==> config.mk <==
export PLATFORM = sky130hd
export DESIGN_NAME = lcd_axil_init_sequencer
export DESIGN_NICKNAME = d
export VERILOG_FILES = /design/src/rtl/lcd_axil_seq_pkg.sv /design/src/rtl/lcd_axil_seq_watchdog.sv /design/src/rtl/lcd_axil_init_sequencer.sv
export SDC_FILE = /design/constraint.sdc
export NUM_CORES = 1
export LEC_CHECK = 0
export ABC_AREA = 1
export BUFFER_PORTS_ARGS = -buffer_cell sky130_fd_sc_hd__buf_2
export CAP_MARGIN = 20
export CORE_MARGIN = 10
export CORE_UTILIZATION = 52
export CTS_CLUSTER_SIZE = 8
export DETAILED_ROUTE_END_ITERATION = 10
export MAX_ROUTING_LAYER = met4
export PLACE_DENSITY = 0.84
export REMOVE_ABC_BUFFERS = 1
export SLEW_MARGIN = 20
export SYNTH_ARGS = -nofsm -noshare
export SYNTH_HDL_FRONTEND = slang
export SYNTH_SLANG_ARGS = --single-unit
==> constraint.sdc <==
create_clock -name ACLK -period 2.2 [get_ports ACLK]
set_input_delay 0.44 -clock ACLK [delete_from_list [all_inputs] [get_ports ACLK]]
set_output_delay 0.44 -clock ACLK [all_outputs]
set_load 0.005 [all_outputs]
==> src/rtl/lcd_axil_seq_pkg.sv <==
// Shared types and constants for the LCD AXI4-Lite init sequencer.
package lcd_axil_seq_pkg;

   typedef enum logic [2:0] {
      IDLE   = 3'd0,
      WRITE  = 3'd1,
      WRESP  = 3'd2,
      READ   = 3'd3,
      RRESP  = 3'd4,
      FINISH = 3'd5
   } seq_state_e;

   localparam logic [1:0] RESP_OKAY   = 2'b00;
   localparam logic [1:0] RESP_EXOKAY = 2'b01;

   localparam logic [1:0] ERR_NONE     = 2'b00;
   localparam logic [1:0] ERR_RESP     = 2'b01;
   localparam logic [1:0] ERR_MISMATCH = 2'b10;
   localparam logic [1:0] ERR_TIMEOUT  = 2'b11;

   // AXI4-Lite has no exclusive access, so EXOKAY is as wrong as SLVERR/DECERR.
   function automatic logic resp_is_error(input logic [1:0] resp);
      case (resp)
         RESP_OKAY:   return 1'b0;
         RESP_EXOKAY: return 1'b1;
         default:     return 1'b1;
      endcase
   endfunction

endpackage

==> src/rtl/lcd_axil_seq_watchdog.sv <==
// Per-state wait watchdog: restarts on every state change, flags after TIMEOUT_CYCLES waiting cycles.
module lcd_axil_seq_watchdog #(
   parameter int TIMEOUT_CYCLES = 256
) (
   input  logic clk_i,
   input  logic rst_ni,
   input  logic clear_i,
   input  logic enable_i,
   output logic expired_o
);

   localparam int CW = $clog2(TIMEOUT_CYCLES + 1);

   logic [CW-1:0] count_q;
   logic [CW-1:0] count_d;

   assign expired_o = enable_i && (count_q == CW'(TIMEOUT_CYCLES - 1));

   // next count: reload on state change, saturate once expired
   always_comb begin
      count_d = count_q;
      if (clear_i) begin
         count_d = '0;
      end else if (enable_i && !expired_o) begin
         count_d = count_q + CW'(1);
      end else begin
         count_d = count_q;
      end
   end

   // count register
   always_ff @(posedge clk_i or negedge rst_ni) begin
      if (!rst_ni) begin
         count_q <= '0;
      end else begin
         count_q <= count_d;
      end
   end

endmodule

==> src/rtl/lcd_axil_init_sequencer.sv <==
// AXI4-Lite master writing and reading back NUM_REGS LCD config words.
// Optional per-wait watchdog enabled by defining SEQ_TIMEOUT_EN.
module lcd_axil_init_sequencer
   import lcd_axil_seq_pkg::*;
#(
   parameter int                            C_M_AXI_ADDR_WIDTH = 32,
   parameter int                            C_M_AXI_DATA_WIDTH = 32,
   parameter int                            NUM_REGS           = 4,
   parameter logic [C_M_AXI_ADDR_WIDTH-1:0] BASE_ADDR          = '0,
   parameter int                            TIMEOUT_CYCLES     = 256
) (
   input  logic                          ACLK,
   input  logic                          ARESETN,
   input  logic                          start,
   input  logic [NUM_REGS*32-1:0]        cfg_data,
   output logic                          busy,
   output logic                          done,
   output logic                          error,
   output logic [1:0]                    err_code,
   output logic [3:0]                    err_index,
   output logic [C_M_AXI_ADDR_WIDTH-1:0] M_AXI_AWADDR,
   output logic [2:0]                    M_AXI_AWPROT,
   output logic                          M_AXI_AWVALID,
   input  logic                          M_AXI_AWREADY,
   output logic [C_M_AXI_DATA_WIDTH-1:0] M_AXI_WDATA,
   output logic [3:0]                    M_AXI_WSTRB,
   output logic                          M_AXI_WVALID,
   input  logic                          M_AXI_WREADY,
   input  logic [1:0]                    M_AXI_BRESP,
   input  logic                          M_AXI_BVALID,
   output logic                          M_AXI_BREADY,
   output logic [C_M_AXI_ADDR_WIDTH-1:0] M_AXI_ARADDR,
   output logic [2:0]                    M_AXI_ARPROT,
   output logic                          M_AXI_ARVALID,
   input  logic                          M_AXI_ARREADY,
   input  logic [C_M_AXI_DATA_WIDTH-1:0] M_AXI_RDATA,
   input  logic [1:0]                    M_AXI_RRESP,
   input  logic                          M_AXI_RVALID,
   output logic                          M_AXI_RREADY
);

   localparam int AW = C_M_AXI_ADDR_WIDTH;
   localparam int DW = C_M_AXI_DATA_WIDTH;

   seq_state_e             state_q, state_d;
   logic [3:0]             idx_q, idx_d;
   logic [NUM_REGS*32-1:0] cfg_q, cfg_d;
   logic [AW-1:0]          awaddr_q, awaddr_d, araddr_q, araddr_d;
   logic [DW-1:0]          wdata_q, wdata_d;
   logic                   awvalid_q, awvalid_d, wvalid_q, wvalid_d, bready_q, bready_d;
   logic                   arvalid_q, arvalid_d, rready_q, rready_d;
   logic                   busy_q, busy_d, done_q, done_d, error_q, error_d;
   logic [1:0]             err_code_q, err_code_d;
   logic [3:0]             err_index_q, err_index_d;
   logic                   fail_s;
   logic [1:0]             fail_code_s;
   logic                   timeout_s;

   function automatic logic [AW-1:0] reg_addr(input logic [3:0] i);
      return BASE_ADDR + AW'({i, 2'b00});
   endfunction

`ifdef SEQ_TIMEOUT_EN
   lcd_axil_seq_watchdog #(.TIMEOUT_CYCLES(TIMEOUT_CYCLES)) u_watchdog (
      .clk_i     (ACLK),
      .rst_ni    (ARESETN),
      .clear_i   (state_d != state_q),
      .enable_i  (state_q inside {WRITE, WRESP, READ, RRESP}),
      .expired_o (timeout_s)
   );
`else
   // No watchdog: a negative limit is the only way this can ever be true.
   assign timeout_s = (TIMEOUT_CYCLES < 0);
`endif

   // next-state, channel and status decode
   always_comb begin
      state_d     = state_q;
      idx_d       = idx_q;
      cfg_d       = cfg_q;
      awaddr_d    = awaddr_q;
      wdata_d     = wdata_q;
      araddr_d    = araddr_q;
      awvalid_d   = awvalid_q;
      wvalid_d    = wvalid_q;
      bready_d    = bready_q;
      arvalid_d   = arvalid_q;
      rready_d    = rready_q;
      busy_d      = busy_q;
      done_d      = 1'b0;
      error_d     = error_q;
      err_code_d  = err_code_q;
      err_index_d = err_index_q;
      fail_s      = 1'b0;
      fail_code_s = ERR_NONE;

      case (state_q)
         IDLE: begin
            if (start) begin
               cfg_d       = cfg_data;
               idx_d       = 4'd0;
               busy_d      = 1'b1;
               error_d     = 1'b0;
               err_code_d  = ERR_NONE;
               err_index_d = 4'd0;
               awaddr_d    = reg_addr(4'd0);
               wdata_d     = DW'(cfg_data);
               awvalid_d   = 1'b1;
               wvalid_d    = 1'b1;
               state_d     = WRITE;
            end else begin
               state_d = IDLE;
            end
         end
         WRITE: begin
            awvalid_d = awvalid_q & ~M_AXI_AWREADY;
            wvalid_d  = wvalid_q & ~M_AXI_WREADY;
            if (!awvalid_d && !wvalid_d) begin
               bready_d = 1'b1;
               state_d  = WRESP;
            end else begin
               state_d = WRITE;
            end
         end
         WRESP: begin
            if (M_AXI_BVALID) begin
               bready_d = 1'b0;
               if (resp_is_error(M_AXI_BRESP)) begin
                  fail_s      = 1'b1;
                  fail_code_s = ERR_RESP;
               end else begin
                  araddr_d  = awaddr_q;
                  arvalid_d = 1'b1;
                  state_d   = READ;
               end
            end else begin
               state_d = WRESP;
            end
         end
         READ: begin
            if (M_AXI_ARREADY) begin
               arvalid_d = 1'b0;
               rready_d  = 1'b1;
               state_d   = RRESP;
            end else begin
               state_d = READ;
            end
         end
         RRESP: begin
            if (M_AXI_RVALID) begin
               rready_d = 1'b0;
               if (resp_is_error(M_AXI_RRESP)) begin
                  fail_s      = 1'b1;
                  fail_code_s = ERR_RESP;
               end else if (M_AXI_RDATA != wdata_q) begin
                  fail_s      = 1'b1;
                  fail_code_s = ERR_MISMATCH;
               end else if (idx_q == 4'(NUM_REGS - 1)) begin
                  busy_d  = 1'b0;
                  state_d = FINISH;
               end else begin
                  idx_d     = idx_q + 4'd1;
                  awaddr_d  = reg_addr(idx_q + 4'd1);
                  wdata_d   = DW'(cfg_q >> {idx_q + 4'd1, 5'd0});
                  awvalid_d = 1'b1;
                  wvalid_d  = 1'b1;
                  state_d   = WRITE;
               end
            end else begin
               state_d = RRESP;
            end
         end
         FINISH: begin
            done_d  = 1'b1;
            state_d = IDLE;
         end
         default: begin
            state_d = IDLE;
         end
      endcase

      // Watchdog overrides whatever the channel did this cycle.
      if (timeout_s) begin
         fail_s      = 1'b1;
         fail_code_s = ERR_TIMEOUT;
         awvalid_d   = 1'b0;
         wvalid_d    = 1'b0;
         bready_d    = 1'b0;
         arvalid_d   = 1'b0;
         rready_d    = 1'b0;
      end else begin
         fail_code_s = fail_code_s;
      end

      if (fail_s) begin
         error_d     = 1'b1;
         err_code_d  = fail_code_s;
         err_index_d = idx_q;
         busy_d      = 1'b0;
         state_d     = FINISH;
      end else begin
         error_d = error_d;
      end
   end

   // state and registered outputs
   always_ff @(posedge ACLK or negedge ARESETN) begin
      if (!ARESETN) begin
         state_q     <= IDLE;
         idx_q       <= 4'd0;
         cfg_q       <= '0;
         awaddr_q    <= '0;
         wdata_q     <= '0;
         araddr_q    <= '0;
         awvalid_q   <= 1'b0;
         wvalid_q    <= 1'b0;
         bready_q    <= 1'b0;
         arvalid_q   <= 1'b0;
         rready_q    <= 1'b0;
         busy_q      <= 1'b0;
         done_q      <= 1'b0;
         error_q     <= 1'b0;
         err_code_q  <= ERR_NONE;
         err_index_q <= 4'd0;
      end else begin
         state_q     <= state_d;
         idx_q       <= idx_d;
         cfg_q       <= cfg_d;
         awaddr_q    <= awaddr_d;
         wdata_q     <= wdata_d;
         araddr_q    <= araddr_d;
         awvalid_q   <= awvalid_d;
         wvalid_q    <= wvalid_d;
         bready_q    <= bready_d;
         arvalid_q   <= arvalid_d;
         rready_q    <= rready_d;
         busy_q      <= busy_d;
         done_q      <= done_d;
         error_q     <= error_d;
         err_code_q  <= err_code_d;
         err_index_q <= err_index_d;
      end
   end

   assign busy          = busy_q;
   assign done          = done_q;
   assign error         = error_q;
   assign err_code      = err_code_q;
   assign err_index     = err_index_q;
   assign M_AXI_AWADDR  = awaddr_q;
   assign M_AXI_AWPROT  = 3'b000;
   assign M_AXI_AWVALID = awvalid_q;
   assign M_AXI_WDATA   = wdata_q;
   assign M_AXI_WSTRB   = 4'hF;
   assign M_AXI_WVALID  = wvalid_q;
   assign M_AXI_BREADY  = bready_q;
   assign M_AXI_ARADDR  = araddr_q;
   assign M_AXI_ARPROT  = 3'b000;
   assign M_AXI_ARVALID = arvalid_q;
   assign M_AXI_RREADY  = rready_q;

endmodule

# == Word level (Yosys, flattened, before mapping) ==
# Cells that the tools add are included.
# word_totals
output_inout_bits,120
regBits,245
elab_cells,150
inputBits,172
# classes
muxes,79
addsub,1
n_reduce_logical,24
n_eq_ne,24
bitwise,5
shift,1
# op_table
cell,n
2-to-1 mux 32 bit,10
case mux 32 bit (2 select lines),2
right shift 128 x 9 -> 32 bit,1
2-to-1 mux 1 bit,35
inequality test 32 bit,1
2-to-1 mux 4 bit,7
2-to-1 mux 3 bit,8
inequality test 2 bit (second input constant),9
AND reduction 6 bit,3
inequality test 3 bit (second input constant),5
case mux 3 bit (5 select lines),1
2-to-1 mux 2 bit,7
inequality test 4 bit (second input constant),3
AND reduction 3 bit,4
nonzero test 2 bit,6
case mux 1 bit (2 select lines),5
case mux 4 bit (2 select lines),1
== test 3 x 2 -> 1 bit (second input constant),2
== test 3 bit (second input constant),2
case mux 1 bit (3 select lines),2
nonzero test 3 bit,2
adder 4 x 1 -> 4 bit (second input constant),1
== test 4 x 2 -> 1 bit (second input constant),1
logical NOT 2 bit,2
other kinds (9),14

# == Depth between registers and ports, before layout ==
# logic_depth
word_depth,9
depth_mapped,13
mapped_depth_nobuf,12

# == Least setup slack after synthesis ==
# OpenSTA, ideal clock, no wires.
# synth_path
kind,register to register
startpoint,"reg, netlist name M_AXI_AWADDR[2]"
endpoint,reg wdata_q[11] (netlist: M_AXI_WDATA[11])
arrival_ps,1629
path_buffers,1
slack_ps,505
stages_incl_launch_ff,10
required_ps,2134
setup_time_ps,66
period_less_slack_ps,1695
path_cell_list,dfrtp_1 ha_1 inv_1 clkbuf_1 o21ai_0 o22ai_1 nand2_1 o21ai_0 nand4_1 nand2_1
# synth_lines
element,line,source
"end signal, assigned",lcd_axil_init_sequencer.sv:230,wdata_q <= wdata_d;
"end, declared",lcd_axil_init_sequencer.sv:49,"logic [DW-1:0] wdata_q, wdata_d;"

# == Worst setup path in the final report ==
# layout_path
startpoint,reg wdata_q[0] (netlist: M_AXI_WDATA[0])
endpoint,reg wdata_q[6] (netlist: M_AXI_WDATA[6])
# layout_via
elab_chain_cells,3
# layout_rtl
element,line,source
inequality test 32 bit,lcd_axil_init_sequencer.sv:155,end else if (M_AXI_RDATA != wdata_q) begin
inequality test 2 bit (no line),-,
AND reduction 6 bit (no line),-,
# Every way passes these cells.
# A chain may end at the register's enable or synchronous reset.

==> implementation parameters <==
Parameter                              Value

Synth
  Multiplexer area fraction after synthesis ... 11.4%
  Number of synthesized register bits ... 185
  Synth warn ... 0
  Cell accounting for the most synthesized area ... sky130_fd_sc_hd__dfrtp_1
  Post-synthesis cell count ... 1053
  Average cell area after synthesis ... 9.07 um^2
  Area of the mapped netlist ... 9550 um^2
  Cell types with the highest counts after synthesis ... 221 x sky130_fd_sc_hd__nand2_1, 185 x sky130_fd_sc_hd__dfrtp_1, 126 x sky130_fd_sc_hd__o21ai_0
  Dominant combinational cell family by area after synthesis ... simple AND/OR/NAND/NOR gates
  Post-synthesis share of cell area spent on xor and xnor gates ... 2.11%
  Unique cell type count in the Yosys netlist ... 33
  Most common cell in the netlist ... sky130_fd_sc_hd__nand2_1
  Simple-gate share of the synthesized area ... 16.5%
  Fraction of the mapped netlist area in adder cells ... 0.131%
  Number of enable flip-flop cells after synthesis ... 0
  Area fraction in compound gates after synthesis ... 9.69%
  Synth Flop Type ... sky130_fd_sc_hd__dfrtp_1
  Leading cell types by total area after synthesis ... sky130_fd_sc_hd__dfrtp_1 48%, sky130_fd_sc_hd__mux2_2 11%, sky130_fd_sc_hd__nand2_1 8.7%
  Synth top area share ... 48.5%
  Sequential cell area fraction in the yosys report ... 48.5%
  Async set-or-reset flop fraction in the synthesized netlist ... 100%

Die
  Initial standard-cell utilization of the core ... 53.0%
  Die area ... 24200 um^2
  Floorplan die width ... 156 um
  Core region area ... 18000 um^2
  Total I/O pin count ... 292
  Num rows ... 49
  Die height ... 156 um

Global routing
  GRT Overall Usage ... 23.1%
  Via count of the first global-routing pass ... 8430
  Fraction of met3 tracks used by global routing ... 5.57%
  Global-route wire length before repair ... 43600 um
  Routing layer with the top usage in global route ... met2
  Overflow left after global routing ... 0
  Number of antenna violations at the first check in global routing ... 1
  Met2 Use GR ... 37.4%
  Met1 usage in global routing ... 27.8%
  Largest net degree at the start of global routing ... 54

Setup path
  CP Data Arrival Time ... 2.38 ns
  Element type at the critical path end ... flip-flop
  Largest fanout on the critical path ... 19
  Required time of the critical path ... 2.51 ns
  Critical Setup Path Class ... reg -> reg
  Sort of element at the start of the critical path ... flip-flop

Layout
  Sequential Area ... 4630 um^2
  Fill count ... 1502
  Area growth syn-to-layout ... 18.8%
  Combined area of the multi-input logic cells ... 4080 um^2
  Fin area ... 11400 um^2
  Share of post-route cells with drive strength above 1 ... 31.3%
  Final core occ ... 63.0%
  Post-layout net count ... 1441
  Non-filler cells, final ... 1510

Placed design
  Final Wtd Congestion ... 0.834
  Cell area after placement ... 10800 um^2
  Pre-CTS WS ... -0.0235 ns
  Number of port buffers ... 225
  Cell count after placement ... 1477
  Post-DP HPWL ... 20700 um

Drt
  Post-detailed-route via-to-cell ratio ... 5.36
  Count of TritonRoute iterations in the first routing pass ... 5
  DR DRC count ... 0
  Initial DRC count ... 563
  Average wire per standard cell ... 18.5 um
  Post-detailed-route count of antenna-violating nets ... 0
  Via Count ... 8097
  Total length of routed wires ... 28000 um

Clocking
  CTS root buffer ... sky130_fd_sc_hd__clkbuf_16
  Clk pin slew, worst setup/hold paths ... 0.07 ns
  Buffer depth of the longest clock path ... 2
  Maximum level of the CTS H-tree ... 4
  Insertion delay to the later sink of the worst-skew pair ... 0.44 ns
  Post-CTS setup repair buffer count ... 0
  Clock sink total ... 185
  TritonCTS clock tree ... built
  Cts bufs inserted ... 17

STA
  Final min period ... 2.07 ns
  Final cycle utilization of the critical path ... 94.0%
  Maximum clock frequency ... 0.483 GHz
  Worst Slack Setup Final ... 0.131 ns
  Final Hold Slack ... 0.223 ns
  Final Setup Violations ... 0
  Final number of hold-violating endpoints ... 0
  Setup clock skew after layout ... 0.0168 ns
  Count of final max-slew check failures ... 0

Hold path
  Kind of path behind the tightest hold check ... in -> reg

Flow run
  Max-Cap Viols ... 0

Pwr
  Power density normalized to cell area ... 1400 nW/um^2
  Static leakage ... 5.79 nW
  Worst IR drop on VDD ... 0.714 mV

Outcome
  Result of the run ... complete, no violations
per-layer routing:
metal | routed length, um | up-vias
met3 | 2240 | 48
li1 | - | 3781
met1 | 11600 | 3882
met4 | 675 | 0
met2 | 13500 | 386
met5 | 0 | -
placed cells by master (no fill, tap or decap), types with 2 or more instances in the layout:
master,instances
sky130_fd_sc_hd__buf_2,224
sky130_fd_sc_hd__nand2_1,220
sky130_fd_sc_hd__dfrtp_1,184
sky130_fd_sc_hd__o21ai_0,126
sky130_fd_sc_hd__mux2_2,97
sky130_fd_sc_hd__nor2_1,84
sky130_fd_sc_hd__inv_1,71
sky130_fd_sc_hd__conb_1,66
sky130_fd_sc_hd__nand4_1,45
sky130_fd_sc_hd__o22ai_1,33
sky130_fd_sc_hd__xnor2_1,20
sky130_fd_sc_hd__buf_4,20
sky130_fd_sc_hd__clkbuf_16,17
sky130_fd_sc_hd__o21ai_1,12
sky130_fd_sc_hd__buf_12,11
sky130_fd_sc_hd__clkbuf_8,6
sky130_fd_sc_hd__inv_2,4
sky130_fd_sc_hd__nand3_1,4
sky130_fd_sc_hd__a21oi_1,4
sky130_fd_sc_hd__nor3_1,3
sky130_fd_sc_hd__inv_6,3
sky130_fd_sc_hd__nor2_4,2
sky130_fd_sc_hd__nand2_4,2
sky130_fd_sc_hd__nor3_2,2
sky130_fd_sc_hd__xor2_1,2
sky130_fd_sc_hd__clkinvlp_4,2
sky130_fd_sc_hd__clkinv_2,2
report_power, final:
part / switching [mW] / internal [mW] / total [mW]
clock network: 1.33 / 1.60 / 2.93
logic: 3.75 / 3.04 / 6.79
registers: 1.10 / 5.02 / 6.12
flip-flops by register name, summed over array words and instances, names as in the netlist, 2 cells and up:
| register | flops |
|---|---|
| M_AXI_ARADDR | 4 |
| M_AXI_AWADDR | 4 |
| M_AXI_WDATA | 32 |
| cfg_q | 128 |
| err_code | 2 |
| err_index | 4 |
| state_q | 3 |
layout make-up:
cell class	count	share of cell area, %
clock buffers	23	4.39
multi-input cells	732	35.9
inverters	75	2.48
repair buffers	257	13.3
diodes	1	0.0220
flip-flops and latches	185	40.8
clock inverters	8	0.529
well taps	229	2.52
through the flow:
stage | total power, mW | TNS, ns
after detailed placement | 12.9 | -0.0291
after global placement | 12.6 | 0
after floorplan | 10.2 | -294.78
after CTS | 15.9 | 0
after global routing | 17.0 | -0.00355
final | 15.8 | 0
worst paths after layout:
kind                                  endpoint  cells past startpoint            from  slack (ns)
worst max-delay path            M_AXI_WDATA[6]                     12  M_AXI_WDATA[0]        0.13
worst min-delay path             M_AXI_ARVALID                      2   M_AXI_ARREADY        0.22
worst max register to register  M_AXI_WDATA[6]                     12  M_AXI_WDATA[0]        0.13
worst min register to register       cfg_q[17]                      2       cfg_q[17]        0.48
max in group asynchronous             cfg_q[4]                      3         ARESETN        1.03
min in group asynchronous            cfg_q[93]                      2         ARESETN        0.53
worst max-delay path, cell delays in order, from the launching register on:
cell and delay [ns]:
sky130_fd_sc_hd__dfrtp_1 0.47, sky130_fd_sc_hd__xnor2_2 0.25, sky130_fd_sc_hd__nand2_1 0.08, sky130_fd_sc_hd__nor2_1 0.10
sky130_fd_sc_hd__buf_4 0.11, sky130_fd_sc_hd__nand2_1 0.07, sky130_fd_sc_hd__nor2_4 0.18, sky130_fd_sc_hd__nand3_2 0.10
sky130_fd_sc_hd__nand2_2 0.13, sky130_fd_sc_hd__nand3_4 0.12, sky130_fd_sc_hd__buf_12 0.19, sky130_fd_sc_hd__nand2_1 0.07
sky130_fd_sc_hd__nand2_1 0.06
kinds of logic (layout without fill, tap and decap cells):
family          Yosys count  in the layout
compound gates          176            176
mux                      97             97
xor+xnor                 23             23
simple gates            369            369
flops                   185            185
buf+inv                 200            363
fa+ha+maj                 1              1
other cells               2             67
what timing repair did:
item,4_1_cts,5_1_grt
setup endpoints to repair,0,42
endpoints found under the hold margin,48,0
resized for setup,0,2
hold buffers,1,0
(Power assumes the default switching activity.)
